[src/rtl/cla_pkg.sv]
// Shared types and elaboration helpers for the pipelined carry-lookahead adder.
package cla_pkg;

   typedef struct packed {
      logic g;
      logic p;
   } seg_gp_t;

   function automatic int nseg(input int width, input int seg_w);
      return width / seg_w;
   endfunction

   function automatic bit seg_cfg_ok(input int width, input int seg_w);
      return (seg_w > 0) && (width >= seg_w) && ((width % seg_w) == 0);
   endfunction

endpackage

[src/rtl/pipelined_cla_adder_segment.sv]
// cla_segment: combinational SEG_W-bit lookahead unit built from prefix group generate/propagate.
module cla_segment
   import cla_pkg::*;
#(
   parameter int SEG_W = 4
) (
   input  logic [SEG_W-1:0] a,
   input  logic [SEG_W-1:0] b,
   input  logic             cin,
   output logic [SEG_W-1:0] sum,
   output logic             cout,
   output logic             msb_cin
);

   seg_gp_t          bit_gp_s [SEG_W];
   seg_gp_t          pre_gp_s [SEG_W];
   logic [SEG_W:0]   carry_s;

   // Every carry is a two-level function of the prefix group terms and cin.
   always_comb begin
      carry_s    = {(SEG_W+1){1'b0}};
      carry_s[0] = cin;
      sum        = {SEG_W{1'b0}};
      for (int i = 0; i < SEG_W; i++) begin
         bit_gp_s[i].g = a[i] & b[i];
         bit_gp_s[i].p = a[i] ^ b[i];
         if (i == 0) begin
            pre_gp_s[i] = bit_gp_s[i];
         end else begin
            pre_gp_s[i].g = bit_gp_s[i].g | (bit_gp_s[i].p & pre_gp_s[i-1].g);
            pre_gp_s[i].p = bit_gp_s[i].p & pre_gp_s[i-1].p;
         end
         carry_s[i+1] = pre_gp_s[i].g | (pre_gp_s[i].p & cin);
         sum[i]       = bit_gp_s[i].p ^ carry_s[i];
      end
   end

   assign cout    = carry_s[SEG_W];
   assign msb_cin = carry_s[SEG_W-1];

endmodule

[src/rtl/pipelined_cla_adder.sv]
// Pipelined carry-lookahead adder/subtractor, one register stage per SEG_W-bit segment.
// Optional signed-overflow output is enabled by defining CLA_OVF_EN.
module pipelined_cla_adder
   import cla_pkg::*;
#(
   parameter int WIDTH = 8,
   parameter int SEG_W = 4
) (
   input  logic             clk,
   input  logic             reset,
   input  logic             in_valid,
   output logic             in_ready,
   input  logic [WIDTH-1:0] a,
   input  logic [WIDTH-1:0] b,
   input  logic             cin,
   input  logic             sub,
   output logic             out_valid,
   input  logic             out_ready,
   output logic [WIDTH-1:0] sum,
   output logic             cout
`ifdef CLA_OVF_EN
   ,
   output logic             ovf
`endif
);

   localparam int NSEG = nseg(WIDTH, SEG_W);

   if (!seg_cfg_ok(WIDTH, SEG_W)) begin : g_bad_cfg
      $error("pipelined_cla_adder: WIDTH must be a non-zero multiple of SEG_W");
   end

   logic             en_s;
   logic [WIDTH-1:0] eff_b_s;
   logic             eff_cin_s;

   // One global enable freezes the whole pipe while the output is stalled.
   assign en_s      = !out_valid || out_ready;
   assign in_ready  = en_s;
   assign eff_b_s   = sub ? ~b : b;
   assign eff_cin_s = cin ^ sub;

   for (genvar k = 0; k < NSEG; k++) begin : g_stage
      logic [WIDTH-1:0] a_in_s;
      logic [WIDTH-1:0] b_in_s;
      logic [WIDTH-1:0] sum_in_s;
      logic [WIDTH-1:0] sum_next_s;
      logic             cin_in_s;
      logic             valid_in_s;
      logic [SEG_W-1:0] seg_sum_s;
      logic             seg_cout_s;
      logic             seg_msb_s;
      logic [WIDTH-1:0] sum_r;
      logic             carry_r;
      logic             valid_r;

      if (k == 0) begin : g_first
         assign a_in_s     = a;
         assign b_in_s     = eff_b_s;
         assign sum_in_s   = {WIDTH{1'b0}};
         assign cin_in_s   = eff_cin_s;
         assign valid_in_s = in_valid;
      end else begin : g_next
         assign a_in_s     = g_stage[k-1].g_skew.a_r;
         assign b_in_s     = g_stage[k-1].g_skew.b_r;
         assign sum_in_s   = g_stage[k-1].sum_r;
         assign cin_in_s   = g_stage[k-1].carry_r;
         assign valid_in_s = g_stage[k-1].valid_r;
      end

      cla_segment #(.SEG_W(SEG_W)) u_seg (
         .a       (a_in_s[k*SEG_W +: SEG_W]),
         .b       (b_in_s[k*SEG_W +: SEG_W]),
         .cin     (cin_in_s),
         .sum     (seg_sum_s),
         .cout    (seg_cout_s),
         .msb_cin (seg_msb_s)
      );

      // Completed low segments ride along; this stage fills in its own slice.
      always_comb begin
         sum_next_s                     = sum_in_s;
         sum_next_s[k*SEG_W +: SEG_W]   = seg_sum_s;
      end

      // Stage result, carry and valid registers.
      always_ff @(posedge clk or posedge reset) begin
         if (reset) begin
            sum_r   <= {WIDTH{1'b0}};
            carry_r <= 1'b0;
            valid_r <= 1'b0;
         end else if (en_s) begin
            sum_r   <= sum_next_s;
            carry_r <= seg_cout_s;
            valid_r <= valid_in_s;
         end
      end

      if (k < NSEG - 1) begin : g_skew
         logic [WIDTH-1:0] a_r;
         logic [WIDTH-1:0] b_r;

         // Operand skew chain feeding the next segment.
         always_ff @(posedge clk or posedge reset) begin
            if (reset) begin
               a_r <= {WIDTH{1'b0}};
               b_r <= {WIDTH{1'b0}};
            end else if (en_s) begin
               a_r <= a_in_s;
               b_r <= b_in_s;
            end
         end
      end
   end

   assign sum       = g_stage[NSEG-1].sum_r;
   assign cout      = g_stage[NSEG-1].carry_r;
   assign out_valid = g_stage[NSEG-1].valid_r;

`ifdef CLA_OVF_EN
   logic ovf_r;

   // Overflow is the MSB carry-in vs carry-out mismatch, aligned with sum.
   always_ff @(posedge clk or posedge reset) begin
      if (reset) begin
         ovf_r <= 1'b0;
      end else if (en_s) begin
         ovf_r <= g_stage[NSEG-1].seg_msb_s ^ g_stage[NSEG-1].seg_cout_s;
      end
   end

   assign ovf = ovf_r;
`endif

endmodule

[config.mk]
export PLATFORM = sky130hd
export DESIGN_NAME = pipelined_cla_adder
export DESIGN_NICKNAME = d
export VERILOG_FILES = /design/src/rtl/cla_pkg.sv /design/src/rtl/pipelined_cla_adder_segment.sv /design/src/rtl/pipelined_cla_adder.sv
export SDC_FILE = /design/constraint.sdc
export NUM_CORES = 1
export LEC_CHECK = 0
export CAP_MARGIN = 20
export CORE_UTILIZATION = 49
export CTS_CLUSTER_DIAMETER = 40
export DETAILED_ROUTE_END_ITERATION = 12
export GPL_TIMING_DRIVEN = 0
export HOLD_SLACK_MARGIN = 0.08
export PLACE_DENSITY = 0.79
export REMOVE_ABC_BUFFERS = 1
export SYNTH_ARGS = -nofsm -noshare
export SYNTH_HDL_FRONTEND = slang
export SYNTH_HIERARCHICAL = 1
export SYNTH_SLANG_ARGS = --single-unit
export TNS_END_PERCENT = 100
[constraint.sdc]
create_clock -name clk -period 2.1 [get_ports clk]
set_input_delay 0.42 -clock clk [delete_from_list [all_inputs] [get_ports clk]]
set_output_delay 0.42 -clock clk [all_outputs]
set_load 0.005 [all_outputs]
==> out/metrics.cfg, run 1 <==
[synth]
synth_area_sq_um = 1380
syn_area_per_cell_sq_um = 13.9
synth_area_leader_cell = dfrtp_1
synth_common_cells = dfrtp_1 (24), mux2_4 (18), xor2_1 (13), inv_1 (9), ha_1 (8)
yosysMostFrequentCell = dfrtp_1
yosysTopAreaCellShare_pct = 43.6
ys_ff_latch = 24
ys_async_sr_fraction_pct = 100
seq_area_frac_synth_pct = 43.6
synth_warnings = 6
ys_top_cells_by_area = dfrtp_1 (44%), mux2_4 (20%), xor2_1 (8.3%)
synth.distinct_cells = 17
synthFlopType = dfrtp_1
synth_edf_count = 0
syn_inst = 99

[routing]
drt-initial-drc-count = 6
dr.pass1.iters = 4
dr_total_vias = 844
post_drt_wl_per_cell_um = 15.0
via_per_inst = 5.21
drt-total-wl_mm = 2.43
ant_nets = 0
drc = 0

[status]
status = finished, final reports clean

[finish]
utilization_pct = 67.7
drive_gt1_share_pct = 25.8
antenna_cells = 0
finalNetCount = 166
fin_cells = 162
area_delta_synth_final_pct = 26.0

[sta]
fin_skew_ps = 5.08
period_needed_ps = 1980
tightest_slew_ps = 927
rsz0062_at_grt = false
fmax_mhz = 504
finalSetupViolCount = 0
relSlewSlack_pct = 38.1
fin_worst_hold_slack_ps = 476
drv_slew = 0
hold_viol = 0
fin_crit_sh_pct = 94.5

[global_route]
antenna_found_initial = 0
overflow = 0
grt_pass1_wl_mm = 3.86
first_global_vias = 846
grt_usage_pct = 18.9
grt_max_degree = 25

[pwr]
irDropWorstVdd_v = 0.000576
switchingPower_mw = 0.451
seqPwrFrac_pct = 43.6
p_comb_share_pct = 43.5
p_int_mw = 1.14
finalPower_mw = 1.59
p_sw_share_pct = 28.4
p_per_area_nw_per_um2 = 914
p_leak_nw = 0.843
pwr-share-clk_pct = 13.0

[cts]
clock_latency_ps = 320
cts_made_buffers = 3
clockBufferDepth = 2
clock-sinks = 24
path_clk_slew_ps = 130
cts-root-buf = clkbuf_4
htree_levels = 1
cts_tree = done

[flow_run]
max_cap_violations = 0

[floorplan]
die_y_um = 55.0
die_area_sq_um = 3030
die_x_um = 55.0
io_pins = 33
coreArea_sq_um = 2570
start_util_pct = 53.7
rows = 18

[critical_path]
worst_path_dominant_cell_family = buffers and inverters
cp_common_cell = clkdlybuf4s50_1
cp-end-kind = output pin
path_max_fanout = 2
crit_slowest_cell = clkdlybuf4s50_1
crit_path_cell_trace = clkdlybuf4s50_1 -> nand2b_4 -> clkdlybuf4s50_1
arrival_ps = 1560
worstPathRequired_ps = 1680
critPathLaunchType = input port
slowest_delay_ps = 500
path_buf_inv = 2
critPathKind = input port to output pin

[placed_design]
gp_congestion = 0.687
dpl.hpwl_mm = 1.67
port_buffers = 32
post-place-cells = 157

[worst_hold_path]
holdCritPathClass = register to register

[routing by layer]
metal  track usage, %  share of wire (%)  up-vias
met5                0                  0        -
met1             24.1                 46      418
met3             2.46                3.0        5
met2             31.5                 49       21
met4             8.75                1.8        0
li1                 -                  -      400
[final timing paths]
check                      depth (start not counted)                      from  slack (ps)                       end
setup / recovery                                   3                 out_ready         120                  in_ready
hold / removal                                     1        g_stage[0].valid_r         480                 out_valid
setup reg to reg                                   5  g_stage[0].g_skew.a_r[4]         430                      cout
hold reg to reg                                    1        g_stage[0].valid_r         480                 out_valid
max in group asynchronous                          2                     reset         940  g_stage[0].g_skew.b_r[4]
min in group asynchronous                          2                     reset         600                    sum[1]
[kinds of logic after synthesis]
group           Yosys count  share of synthesized area [%]
flops                    24                           43.6
mux                      23                           23.7
xor+xnor                 15                           9.53
buf+inv                  13                           5.26
fa+ha+maj                10                           10.2
compound gates            8                           5.26
simple gates              6                           2.54
[cells in the final DEF, fill, tap and decap left out, drive strengths merged, types with 3 or more instances in the layout]
| cell | synthesis | layout |
|---|---|---|
| nand2b | 2 | 3 |
| nor2 | 4 | 4 |
| mux2 | 23 | 23 |
| xor2 | 13 | 13 |
| ha | 8 | 8 |
| dfrtp | 24 | 24 |
| clkdlybuf4s50 | 0 | 31 |
| inv | 9 | 9 |
| clkbuf | 0 | 3 |
[per-stage QoR]
stage                     cell area [sq um]  TNS [ps]  setup slack [ps]
after detailed placement               1700     -2930              -634
after global routing                   1740         0              62.2
after floorplan                        1340         0               347
after CTS                              1740         0               114
after global placement                 1700     -2540              -584
final                                  1740         0               115
[power groups by stage]
stage | registers (mW) | logic [mW] | clock network (mW)
floorplan | 0.689 | 0.411 | 0
CTS | 0.696 | 0.699 | 0.208
global route | 0.712 | 0.758 | 0.231
finish | 0.692 | 0.690 | 0.206
detailed placement | 0.698 | 0.691 | 0
global placement | 0.692 | 0.666 | 0
[registers in the layout, summed over array words and instances (netlist names)]
name and count:
cout 1, g_stage.carry_r 1, g_stage.g_skew.a_r 4, g_stage.g_skew.b_r 4, g_stage.sum_r 4, g_stage.valid_r 1, out_valid 1, sum 8
[what timing repair did]
item,4_1_cts,5_1_grt
setup buffers,1,0
endpoints found under the setup margin,6,0
endpoints found under the hold margin,0,0
hold buffers,0,0
gates resized for setup,3,0
[layout make-up]
class	count	area (sq um)
clock buffer	3	22.5
fill	217	830
inverter	9	33.8
multi-input combinational	63	714
sequential	24	601
tap	30	37.5
timing repair buffer	33	329
Power figures use the tool's default switching activity.
==> run 2, diff against run 1 <==
- CTS_CLUSTER_SIZE: unset -> 30
- PLACE_DENSITY: 0.79 -> unset
- PLACE_DENSITY_LB_ADDON: unset -> 0.2
==> run 2 against run 1 <==
Effect of this change: fmax is 0.19% higher; global-route usage is 0.75 points lower; cell area is 0.43% higher; final cell count is 0.62% higher; clock power is 19% higher; power is 2.2% higher; worst setup slack better by 3.7 ps; register-to-register slack hardly changed; die area stayed put; non-clock buffer count stayed put; clock-buffer cell count is 1 higher; combinational power is 1% lower; critical path type is now input port to register; highest routed layer unchanged.
==> out/metrics.cfg, run 2 (synthesis results as in run 1) <==
[sta]
fmax_mhz = 505
fin_crit_sh_pct = 94.3
tightest_slew_ps = 899
hold_viol = 0
finalSetupViolCount = 0
rsz0062_at_grt = false
period_needed_ps = 1980
relSlewSlack_pct = 40.0
drv_slew = 0
fin_skew_ps = 1.39
fin_ws_ps = 119

[routing]
drt-total-wl_mm = 2.30
drc = 0
dr_total_vias = 835
dr.pass1.iters = 2
post_drt_wl_per_cell_um = 14.1
drt-initial-drc-count = 2
ant_nets = 0
via_per_inst = 5.12

[placed_design]
place_area_sq_um = 1700
port_buffers = 32
post-place-cells = 157
gp_congestion = 0.707
dpl.hpwl_mm = 1.60
pre_cts_ws_ps = -613

[critical_path]
cp-end-kind = register
critPathKind = input port to register
critPathLaunchType = input port
arrival_ps = 2200
worstPathRequired_ps = 2310
path_max_fanout = 2

[cts]
clock_latency_ps = 310
clock-sinks = 24
cts_tree = done
path_clk_slew_ps = 130
cts-root-buf = clkbuf_4
clockBufferDepth = 2
hold_buffers = 0
cts_made_buffers = 3
htree_levels = 1

[floorplan]
die_y_um = 55.0
coreArea_sq_um = 2570
start_util_pct = 53.7
die_area_sq_um = 3030
io_pins = 33
die_x_um = 55.0
rows = 18

[global_route]
grt.busiest_layer = met2
overflow = 0
grt_util_met3_pct = 3.01
grt_usage_pct = 18.2
first_global_vias = 892
grt_pass1_wl_mm = 3.72
grtUsageMet1_pct = 20.6
use_met2_pct = 31.5
grt_max_degree = 25
antenna_found_initial = 0

[pwr]
irDropWorstVdd_v = 0.000613
p_leak_nw = 0.850
p_per_area_nw_per_um2 = 929

[finish]
final_common_cell = clkdlybuf4s50_1
drive_gt1_share_pct = 26.3
area_delta_synth_final_pct = 26.6
seqCellArea_sq_um = 601
fin_cells = 163
stdcell_area_sq_um = 1750
final_cell_mix = clkdlybuf4s50_1 (31), dfrtp_1 (24), mux2_4 (18), xor2_1 (13), inv_1 (9)
finalNetCount = 166
antenna_cells = 0
nFillCells = 202
largest_reg_flops = 8
multi_input_area_sq_um = 714

[status]
status = finished, final reports clean

[worst_hold_path]
holdCritPathClass = register to register

[flow_run]
max_cap_violations = 0

## run 2: changes by cell type in the layout (fill, tap and decap cells not counted)
cell	delta
clkbuf_8	+1
clkdlybuf4s15_2	-1
clkbuf_2	+1
## run 2: cell type report
type / instances / area share (%)
clock buffers: 4 / 2.08
multi-input cells: 63 / 40.9
well taps: 30 / 2.15
repair buffers: 33 / 18.5
inverters: 9 / 1.94
flip-flops and latches: 24 / 34.4
## run 2: path summary, 6_finish.rpt
kind | from | endpoint | slack, ps | cells after the start
setup / recovery | b[0] | g_stage[0].carry_r | 120 | 7
hold / removal | g_stage[0].valid_r | out_valid | 480 | 1
setup reg to reg | g_stage[0].g_skew.a_r[4] | cout | 440 | 5
hold reg to reg | g_stage[0].valid_r | out_valid | 480 | 1
max in group asynchronous | reset | cout | 970 | 2
min in group asynchronous | reset | g_stage[0].g_skew.a_r[5] | 590 | 2
## run 2: layer usage
layer  vias to the layer above  routed length (um)
met3                         4                  84
li1                        397                   -
met1                       411                1020
met2                        23                1150
met4                         0                  43
met5                         -                   0
## run 2: critical path: stages
cell and delay, ps:
clkdlybuf4s50_1 470, xor2_1 190, ha_1 280, a211oi_2 290, o21bai_2 120, a21o_1 180
mux2_2 250
## run 2: through the flow
step	utilization [%]	TNS, ps	power [mW]	hold WS, ps
2_1_floorplan	-	0	1.10	430
5_1_grt	68.0	0	1.75	511
4_1_cts	68.2	0	1.64	483
6_report	68.0	0	1.62	481
3_3_place_gp	66.1	-2520	1.36	438
3_5_place_dp	66.1	-2740	1.39	453
## run 2: what timing repair did
item,CTS,global route
endpoints found under the setup margin,6,3
buffers inserted,1,0
resized for setup,2,1
endpoints found under the hold margin,0,0
cloned,1,0
## run 2: where the power goes
| part | switching, mW | internal [mW] | leakage, nW | total (mW) |
|---|---|---|---|---|
| Combinational | 0.216 | 0.466 | 0.549 | 0.682 |
| Clock | 0.139 | 0.106 | 0.0210 | 0.245 |
| Sequential | 0.0915 | 0.603 | 0.280 | 0.695 |
| Total | 0.447 | 1.18 | 0.850 | 1.62 |
